$ cat src/rtl/mem_pkg.sv
`default_nettype none
// ============================================================================
// Module   : mem_pkg
// Purpose  : Shared types, sizes and helpers for the main-memory controller
//            that sits on the bus side of the snooping MSI caches.
// Contents : NPROC / ADDR_W / DATA_W / MEM_DEPTH / PTR_W sizes, the FSM state
//            enum, a mod-3 pointer increment and a one-hot to index encoder.
// Revision : 1.0 - initial release
// ============================================================================
package mem_pkg;

  localparam int NPROC     = 3;
  localparam int ADDR_W    = 3;
  localparam int DATA_W    = 3;
  localparam int MEM_DEPTH = 8;
  localparam int PTR_W     = 2;

  typedef enum logic [1:0] {
    IDLE  = 2'd0,
    WRITE = 2'd1,
    READ  = 2'd2
  } state_t;

  // Round-robin pointer step: 0 -> 1 -> 2 -> 0.
  function automatic logic [PTR_W-1:0] rr_next(input logic [PTR_W-1:0] p);
    return (p == 2'd2) ? 2'd0 : p + 2'd1;
  endfunction

  // Encode a one-hot (or zero) grant into a port index; zero maps to 0.
  function automatic logic [PTR_W-1:0] onehot_idx(input logic [NPROC-1:0] oh);
    logic [PTR_W-1:0] r;
    case (oh)
      3'b010:  r = 2'd1;
      3'b100:  r = 2'd2;
      default: r = 2'd0;
    endcase
    return r;
  endfunction

endpackage
`default_nettype wire

$ cat src/rtl/arbitro_rr.sv
`default_nettype none
// ============================================================================
// Module   : arbitro_rr
// Purpose  : Combinational 3-way round-robin picker. Grants the first pending
//            port at or after ptr, scanning ptr, ptr+1, ptr+2 (mod 3).
// Ports    : pend  [2:0] in  - pending request vector
//            ptr   [1:0] in  - round-robin start position (0..2)
//            grant [2:0] out - one-hot grant (zero when nothing pending)
//            any         out - at least one request pending
// Revision : 1.0 - initial release
// ============================================================================
module arbitro_rr
  import mem_pkg::*;
(
  input  logic [NPROC-1:0] pend,
  input  logic [PTR_W-1:0] ptr,
  output logic [NPROC-1:0] grant,
  output logic             any
);

  logic [PTR_W-1:0] w_idx;

  always_comb begin
    grant = '0;
    w_idx = ptr;
    for (int k = 0; k < NPROC; k++) begin
      if ((grant == '0) && pend[w_idx]) begin
        grant[w_idx] = 1'b1;
      end
      w_idx = rr_next(w_idx);
    end
  end

  assign any = |pend;

endmodule
`default_nettype wire

$ cat src/rtl/controlador_memoria.sv
`default_nettype none
// ============================================================================
// Module   : controlador_memoria
// Purpose  : Shared main-memory controller. Captures write-back and read-miss
//            requests from three caches, services write-backs before reads
//            with round-robin fairness, commits write-backs to an 8 x 3-bit
//            memory and returns read data after MEM_LAT cycles.
// Ports    : clock, reset (async, active-high)
//            wb_req/wb_addr/wb_data - per-port write-back request (3-bit fields)
//            rd_req/rd_addr         - per-port read request
//            rd_data   - per-port returned data, held until the next read
//            rd_valid  - 1-cycle pulse when rd_data[p] was updated
//            wb_done   - 1-cycle pulse when port p's write-back committed
//            erro      - sticky per-port overflow (dropped request) flag
//            busy      - high from the grant edge through the commit edge
// Revision : 1.0 - initial release
// ============================================================================
module controlador_memoria #(
  parameter int MEM_LAT = 2,
  parameter int NPROC   = 3
) (
  input  logic                                clock,
  input  logic                                reset,
  input  logic [NPROC-1:0]                    wb_req,
  input  logic [NPROC*mem_pkg::ADDR_W-1:0]    wb_addr,
  input  logic [NPROC*mem_pkg::DATA_W-1:0]    wb_data,
  input  logic [NPROC-1:0]                    rd_req,
  input  logic [NPROC*mem_pkg::ADDR_W-1:0]    rd_addr,
  output logic [NPROC*mem_pkg::DATA_W-1:0]    rd_data,
  output logic [NPROC-1:0]                    rd_valid,
  output logic [NPROC-1:0]                    wb_done,
  output logic [NPROC-1:0]                    erro,
  output logic                                busy
);

  import mem_pkg::*;

  localparam int c_CNT_W = (MEM_LAT > 1) ? $clog2(MEM_LAT) : 1;
  localparam logic [c_CNT_W-1:0] c_CNT_LOAD = c_CNT_W'(MEM_LAT - 1);

  // Request capture state
  logic [NPROC-1:0]  r_wb_req_q, r_rd_req_q;
  logic [NPROC-1:0]  r_wb_pend, r_rd_pend;
  logic [NPROC-1:0]  r_erro;
  logic [ADDR_W-1:0] r_wb_addr [NPROC];
  logic [DATA_W-1:0] r_wb_data [NPROC];
  logic [ADDR_W-1:0] r_rd_addr [NPROC];

  // Service state
  state_t               r_state;
  logic [c_CNT_W-1:0]   r_cnt;
  logic [PTR_W-1:0]     r_ptr;
  logic [PTR_W-1:0]     r_port;
  logic [ADDR_W-1:0]    r_addr;
  logic [DATA_W-1:0]    r_data;
  logic [NPROC*DATA_W-1:0] r_rd_data;
  logic [NPROC-1:0]     r_rd_valid, r_wb_done;
  logic                 r_busy;
  logic [DATA_W-1:0]    r_mem [MEM_DEPTH];

  logic [NPROC-1:0] w_wb_edge, w_rd_edge;
  logic [NPROC-1:0] w_wb_gnt, w_rd_gnt;
  logic             w_wb_any, w_rd_any;
  logic             w_take_wb, w_take_rd;
  logic [PTR_W-1:0] w_wb_idx, w_rd_idx;
  logic [NPROC-1:0] w_wb_clr, w_rd_clr;

  assign w_wb_edge = wb_req & ~r_wb_req_q;
  assign w_rd_edge = rd_req & ~r_rd_req_q;

  arbitro_rr u_arb_wb (
    .pend  (r_wb_pend),
    .ptr   (r_ptr),
    .grant (w_wb_gnt),
    .any   (w_wb_any)
  );

  arbitro_rr u_arb_rd (
    .pend  (r_rd_pend),
    .ptr   (r_ptr),
    .grant (w_rd_gnt),
    .any   (w_rd_any)
  );

  // Write-backs always win over reads so evicted dirty blocks land first.
  assign w_take_wb = (r_state == IDLE) && w_wb_any;
  assign w_take_rd = (r_state == IDLE) && !w_wb_any && w_rd_any;
  assign w_wb_idx  = onehot_idx(w_wb_gnt);
  assign w_rd_idx  = onehot_idx(w_rd_gnt);
  assign w_wb_clr  = w_take_wb ? w_wb_gnt : '0;
  assign w_rd_clr  = w_take_rd ? w_rd_gnt : '0;

  // Edge capture. An edge that finds its pend bit still set (including the
  // cycle it is being granted) is dropped and flagged; latched values stay.
  always_ff @(posedge clock or posedge reset) begin
    if (reset) begin
      r_wb_req_q <= '0;
      r_rd_req_q <= '0;
      r_wb_pend  <= '0;
      r_rd_pend  <= '0;
      r_erro     <= '0;
      for (int p = 0; p < NPROC; p++) begin
        r_wb_addr[p] <= '0;
        r_wb_data[p] <= '0;
        r_rd_addr[p] <= '0;
      end
    end else begin
      r_wb_req_q <= wb_req;
      r_rd_req_q <= rd_req;
      r_wb_pend  <= (r_wb_pend & ~w_wb_clr) | (w_wb_edge & ~r_wb_pend);
      r_rd_pend  <= (r_rd_pend & ~w_rd_clr) | (w_rd_edge & ~r_rd_pend);
      r_erro     <= r_erro | (w_wb_edge & r_wb_pend) | (w_rd_edge & r_rd_pend);
      for (int p = 0; p < NPROC; p++) begin
        if (w_wb_edge[p] && !r_wb_pend[p]) begin
          r_wb_addr[p] <= wb_addr[p*ADDR_W +: ADDR_W];
          r_wb_data[p] <= wb_data[p*DATA_W +: DATA_W];
        end
        if (w_rd_edge[p] && !r_rd_pend[p]) begin
          r_rd_addr[p] <= rd_addr[p*ADDR_W +: ADDR_W];
        end
      end
    end
  end

  // Service FSM and memory. busy is registered so it also covers the commit
  // edge itself, dropping only on the idle cycle that follows.
  always_ff @(posedge clock or posedge reset) begin
    if (reset) begin
      r_state    <= IDLE;
      r_cnt      <= '0;
      r_ptr      <= '0;
      r_port     <= '0;
      r_addr     <= '0;
      r_data     <= '0;
      r_rd_data  <= '0;
      r_rd_valid <= '0;
      r_wb_done  <= '0;
      r_busy     <= 1'b0;
      for (int i = 0; i < MEM_DEPTH; i++) begin
        r_mem[i] <= DATA_W'(i);
      end
    end else begin
      r_rd_valid <= '0;
      r_wb_done  <= '0;
      case (r_state)
        IDLE: begin
          r_busy <= w_take_wb | w_take_rd;
          if (w_take_wb) begin
            r_state <= WRITE;
            r_port  <= w_wb_idx;
            r_addr  <= r_wb_addr[w_wb_idx];
            r_data  <= r_wb_data[w_wb_idx];
            r_cnt   <= c_CNT_LOAD;
            r_ptr   <= rr_next(w_wb_idx);
          end else if (w_take_rd) begin
            r_state <= READ;
            r_port  <= w_rd_idx;
            r_addr  <= r_rd_addr[w_rd_idx];
            r_cnt   <= c_CNT_LOAD;
            r_ptr   <= rr_next(w_rd_idx);
          end
        end
        WRITE: begin
          r_busy <= 1'b1;
          if (r_cnt == '0) begin
            r_mem[r_addr]     <= r_data;
            r_wb_done[r_port] <= 1'b1;
            r_state           <= IDLE;
          end else begin
            r_cnt <= r_cnt - 1'b1;
          end
        end
        READ: begin
          r_busy <= 1'b1;
          if (r_cnt == '0) begin
            for (int p = 0; p < NPROC; p++) begin
              if (r_port == 2'(p)) begin
                r_rd_data[p*DATA_W +: DATA_W] <= r_mem[r_addr];
              end
            end
            r_rd_valid[r_port] <= 1'b1;
            r_state            <= IDLE;
          end else begin
            r_cnt <= r_cnt - 1'b1;
          end
        end
        default: begin
          r_state <= IDLE;
          r_busy  <= 1'b0;
        end
      endcase
    end
  end

  assign rd_data  = r_rd_data;
  assign rd_valid = r_rd_valid;
  assign wb_done  = r_wb_done;
  assign erro     = r_erro;
  assign busy     = r_busy;

endmodule
`default_nettype wire

$ cat config.mk
export PLATFORM = sky130hd
export DESIGN_NAME = controlador_memoria
export DESIGN_NICKNAME = d
export VERILOG_FILES = /design/src/rtl/mem_pkg.sv /design/src/rtl/arbitro_rr.sv /design/src/rtl/controlador_memoria.sv
export SDC_FILE = /design/constraint.sdc
export NUM_CORES = 1
export LEC_CHECK = 0
export ABC_AREA = 1
export BUFFER_PORTS_ARGS = -buffer_cell sky130_fd_sc_hd__buf_4
export CORE_UTILIZATION = 45
export CTS_BUF_LIST = sky130_fd_sc_hd__clkbuf_8 sky130_fd_sc_hd__clkbuf_16
export DETAILED_ROUTE_END_ITERATION = 8
export PLACE_DENSITY = 0.7
export SYNTH_ARGS = -nofsm -noshare
export SYNTH_HDL_FRONTEND = slang
export SYNTH_SLANG_ARGS = --single-unit
$ cat constraint.sdc
create_clock -name clock -period 3.8 [get_ports clock]
set_input_delay 0.76 -clock clock [delete_from_list [all_inputs] [get_ports clock]]
set_output_delay 0.76 -clock clock [all_outputs]
set_load 0.01 [all_outputs]
==> impl_metrics.py <==
metrics = {
    "cts": {
        "clock_sinks": 95,
        "ctsHtreeMaxLevel": 3,
        "clk_pin_slew_worst_paths_ps": 80,
        "holdBufCountCts": 0,
        "cts_tree": "built",
        "clockBufferDepth": 2,
        "cts_buffers": 9,
        "insertion_delay_ps": 360,
        "cts_setup_buffers": 0,
        "ctsResizeCount": 0,
        "cts_root_buffer": "clkbuf_8",
    },
    "timing": {
        "rsz0062_at_grt": "no",
        "fin_crit_ps": 2500,
        "fin_tns_setup_ps": 0,
        "fin_skew_ps": 11.6,
        "slew_violations": 0,
        "worst_slew_pin_slew_ps": 768,
        "timing.fmax_mhz": 400,
        "finalWorstSetupSlack_ps": 1300,
        "setup_viol": 0,
        "fin_crit_sh_pct": 65.8,
        "max_slew_margin_pct": 48.6,
        "hold_violations": 0,
    },
    "global_routing": {
        "grt_pass1_wl_um": 15500,
        "grt_antenna_before_repair": 0,
        "grt_util_met3_pct": 4.99,
        "grtUsageTotal_pct": 19.6,
        "grt_remaining_overflow": 0,
        "gr-usage-met1_pct": 25.4,
        "grtUsageMet2_pct": 32.6,
        "grt_pass1_vias": 3358,
        "busiest_layer": "met2",
        "grt_max_degree": 46,
    },
    "cells_and_area": {
        "area_growth_pct": 17.2,
        "diodes": 0,
        "nets": 585,
        "design_area_um2": 5140,
        "instances_no_fill": 680,
        "utilization_pct": 55.1,
        "multi_input_area_um2": 1710,
        "drive_above_1_share_pct": 23.2,
        "register_area_um2": 2390,
        "nFillCells": 856,
    },
    "setup_path": {
        "ff2ff_path_depth": 9,
        "path_class": "reg2reg",
        "cp-start-kind": "flip-flop",
        "cp_max_fo": 15,
        "worstPathRequired_ps": 4040,
        "end_kind": "flip-flop",
        "worst_ep_arrival_time_ps": 2740,
    },
    "placement": {
        "place_congestion": 0.870,
        "portBuffers": 53,
        "dp.cells": 664,
        "dpl.hpwl_um": 6740,
        "post-place-ws_ps": 1340,
        "post_dp_cell_area_um2": 4920,
    },
    "power": {
        "irDropWorstVdd_v": 0.000398,
        "powerDensity_nw_per_um2": 837,
        "p_leak_nw": 2.45,
    },
    "synth": {
        "synth.yosys.seq_area_share_pct": 54.5,
        "ys_ff_latch": 95,
        "synthTopCellsByCount": "120 x nand2_1, 83 x dfrtp_1, 53 x inv_1, 34 x nand3_1",
        "synth_top_area_share_pct": 47.3,
        "syn_inst": 487,
        "synth_edf_count": 0,
        "yosysTopAreaCell": "dfrtp_1",
        "ys.flop_type": "dfrtp_1",
        "synthArstFlopShare_pct": 100,
        "syn_area_um2": 4390,
        "synth_warnings": 0,
        "syn_nets": 526,
        "post-synth-top-count-cell": "nand2_1",
        "ys_types": 37,
        "synth_area_leaders": "dfrtp_1 47%, nand2_1 10%, dfstp_2 7.2%, mux2_2 6.4%, inv_1 4.5%",
        "synth.avg_cell_area_um2": 9.02,
    },
    "run": {
        "maxCapViolations": 0,
    },
    "hold_path": {
        "hold_depth": 1,
        "hold_path.class": "reg2reg",
    },
    "floorplanning": {
        "core_um2": 9330,
        "chipHeight_um": 101,
        "fp.dieW_um": 101,
        "num_io_pins": 54,
        "dieArea_um2": 10200,
        "initial_core_util_pct": 47.1,
        "placementRows": 35,
    },
    "drt": {
        "drt-pass1-iter-count": 4,
        "ant_nets": 0,
        "drt-wirelength-per-cell_um": 13.2,
        "dr_total_vias": 3385,
        "first_iter_violations": 158,
        "via_per_inst": 4.98,
        "drc": 0,
        "wirelength_um": 9000,
    },
    "status": {
        "status": "complete, no violations",
    },
}
-- area by class of cell --
cell class              count  area share (%)
inverters                  64            4.74
clock buffers               9            2.41
multi-input cells         321            33.3
well taps                 129            3.14
repair buffers             55            8.03
flip-flops and latches     95            46.5
clock inverters             7            1.90
-- logic make-up after synthesis --
logic type | count (synthesis) | share of synthesized area [%]
muxes | 25 | 6.41
and+or+nand+nor | 206 | 20.1
buffers and inverters | 71 | 6.53
AOI/OAI and AO/OA | 86 | 11.4
DFF | 95 | 54.5
adders and majority gates | 4 | 1.14
-- power breakdown --
part | switching [mW] | internal (mW) | leakage [nW]
combinational | 1.14 | 0.690 | 1.20
clock | 0.348 | 0.373 | 0.111
sequential | 0.323 | 1.44 | 1.14
-- layout by cell type (no fill, tap or decap), types with 2 or more instances in the layout --
| cell type | instances |
|---|---|
| nand2_1 | 120 |
| dfrtp_1 | 83 |
| buf_4 | 55 |
| inv_1 | 53 |
| nand3_1 | 34 |
| nor2_1 | 33 |
| o21ai_0 | 33 |
| mux2_2 | 25 |
| o21ai_1 | 23 |
| dfstp_2 | 12 |
| a21oi_1 | 10 |
| inv_2 | 9 |
| clkbuf_8 | 9 |
| o211ai_1 | 7 |
| nor3_1 | 4 |
| o2111ai_1 | 4 |
| ha_1 | 4 |
| nand3b_1 | 3 |
| o22ai_1 | 2 |
| nor2_2 | 2 |
| nand3_2 | 2 |
| nand4_1 | 2 |
| nand2_2 | 2 |
| o21bai_1 | 2 |
| clkinv_4 | 2 |
| bufinv_16 | 2 |
-- flip-flops by register name, summed over array words and instances (netlist names), 3 cells and up --
name / count
wb_done: 3
r_wb_addr: 9
r_wb_pend: 3
r_rd_req_q: 3
erro: 3
r_wb_data: 9
rd_valid: 3
r_wb_req_q: 3
r_addr: 3
rd_data: 9
r_mem: 24
r_rd_addr: 9
r_rd_pend: 3
r_data: 3
-- worst max-delay path, stage by stage, from the launching register on --
cell and delay, ps:
dfrtp_1 420, inv_1 100, ha_1 210, inv_2 70, nor2_1 600, inv_2 220, nand2_1 410, o21ai_1 160
a22oi_1 160, inv_1 60
-- through the flow --
| step | hold slack [ps] | total power, mW |
|---|---|---|
| 2_1_floorplan | 448 | 3.11 |
| 3_3_place_gp | 459 | 3.53 |
| 3_5_place_dp | 458 | 3.60 |
| 4_1_cts | 486 | 4.33 |
| 5_1_grt | 496 | 4.69 |
| 6_report | 479 | 4.31 |
-- layer usage --
layer | wire [um] | vias to the layer above
met3 | 396 | 16
met4 | 160 | 0
met5 | 0 | -
met1 | 4200 | 1583
li1 | - | 1711
met2 | 4250 | 75
-- final timing paths --
path                       startpoint          to  slack, ps
min in group asynchronous       reset  rd_data[3]        500
setup reg to reg           r_state[0]  r_state[1]       1300
hold / removal                erro[2]     erro[2]        480
setup / recovery           r_state[0]  r_state[1]       1300
max in group asynchronous       reset    r_mem[6]       2440
hold reg to reg               erro[2]     erro[2]        480
Note: power is estimated with default switching activity, not from simulation.
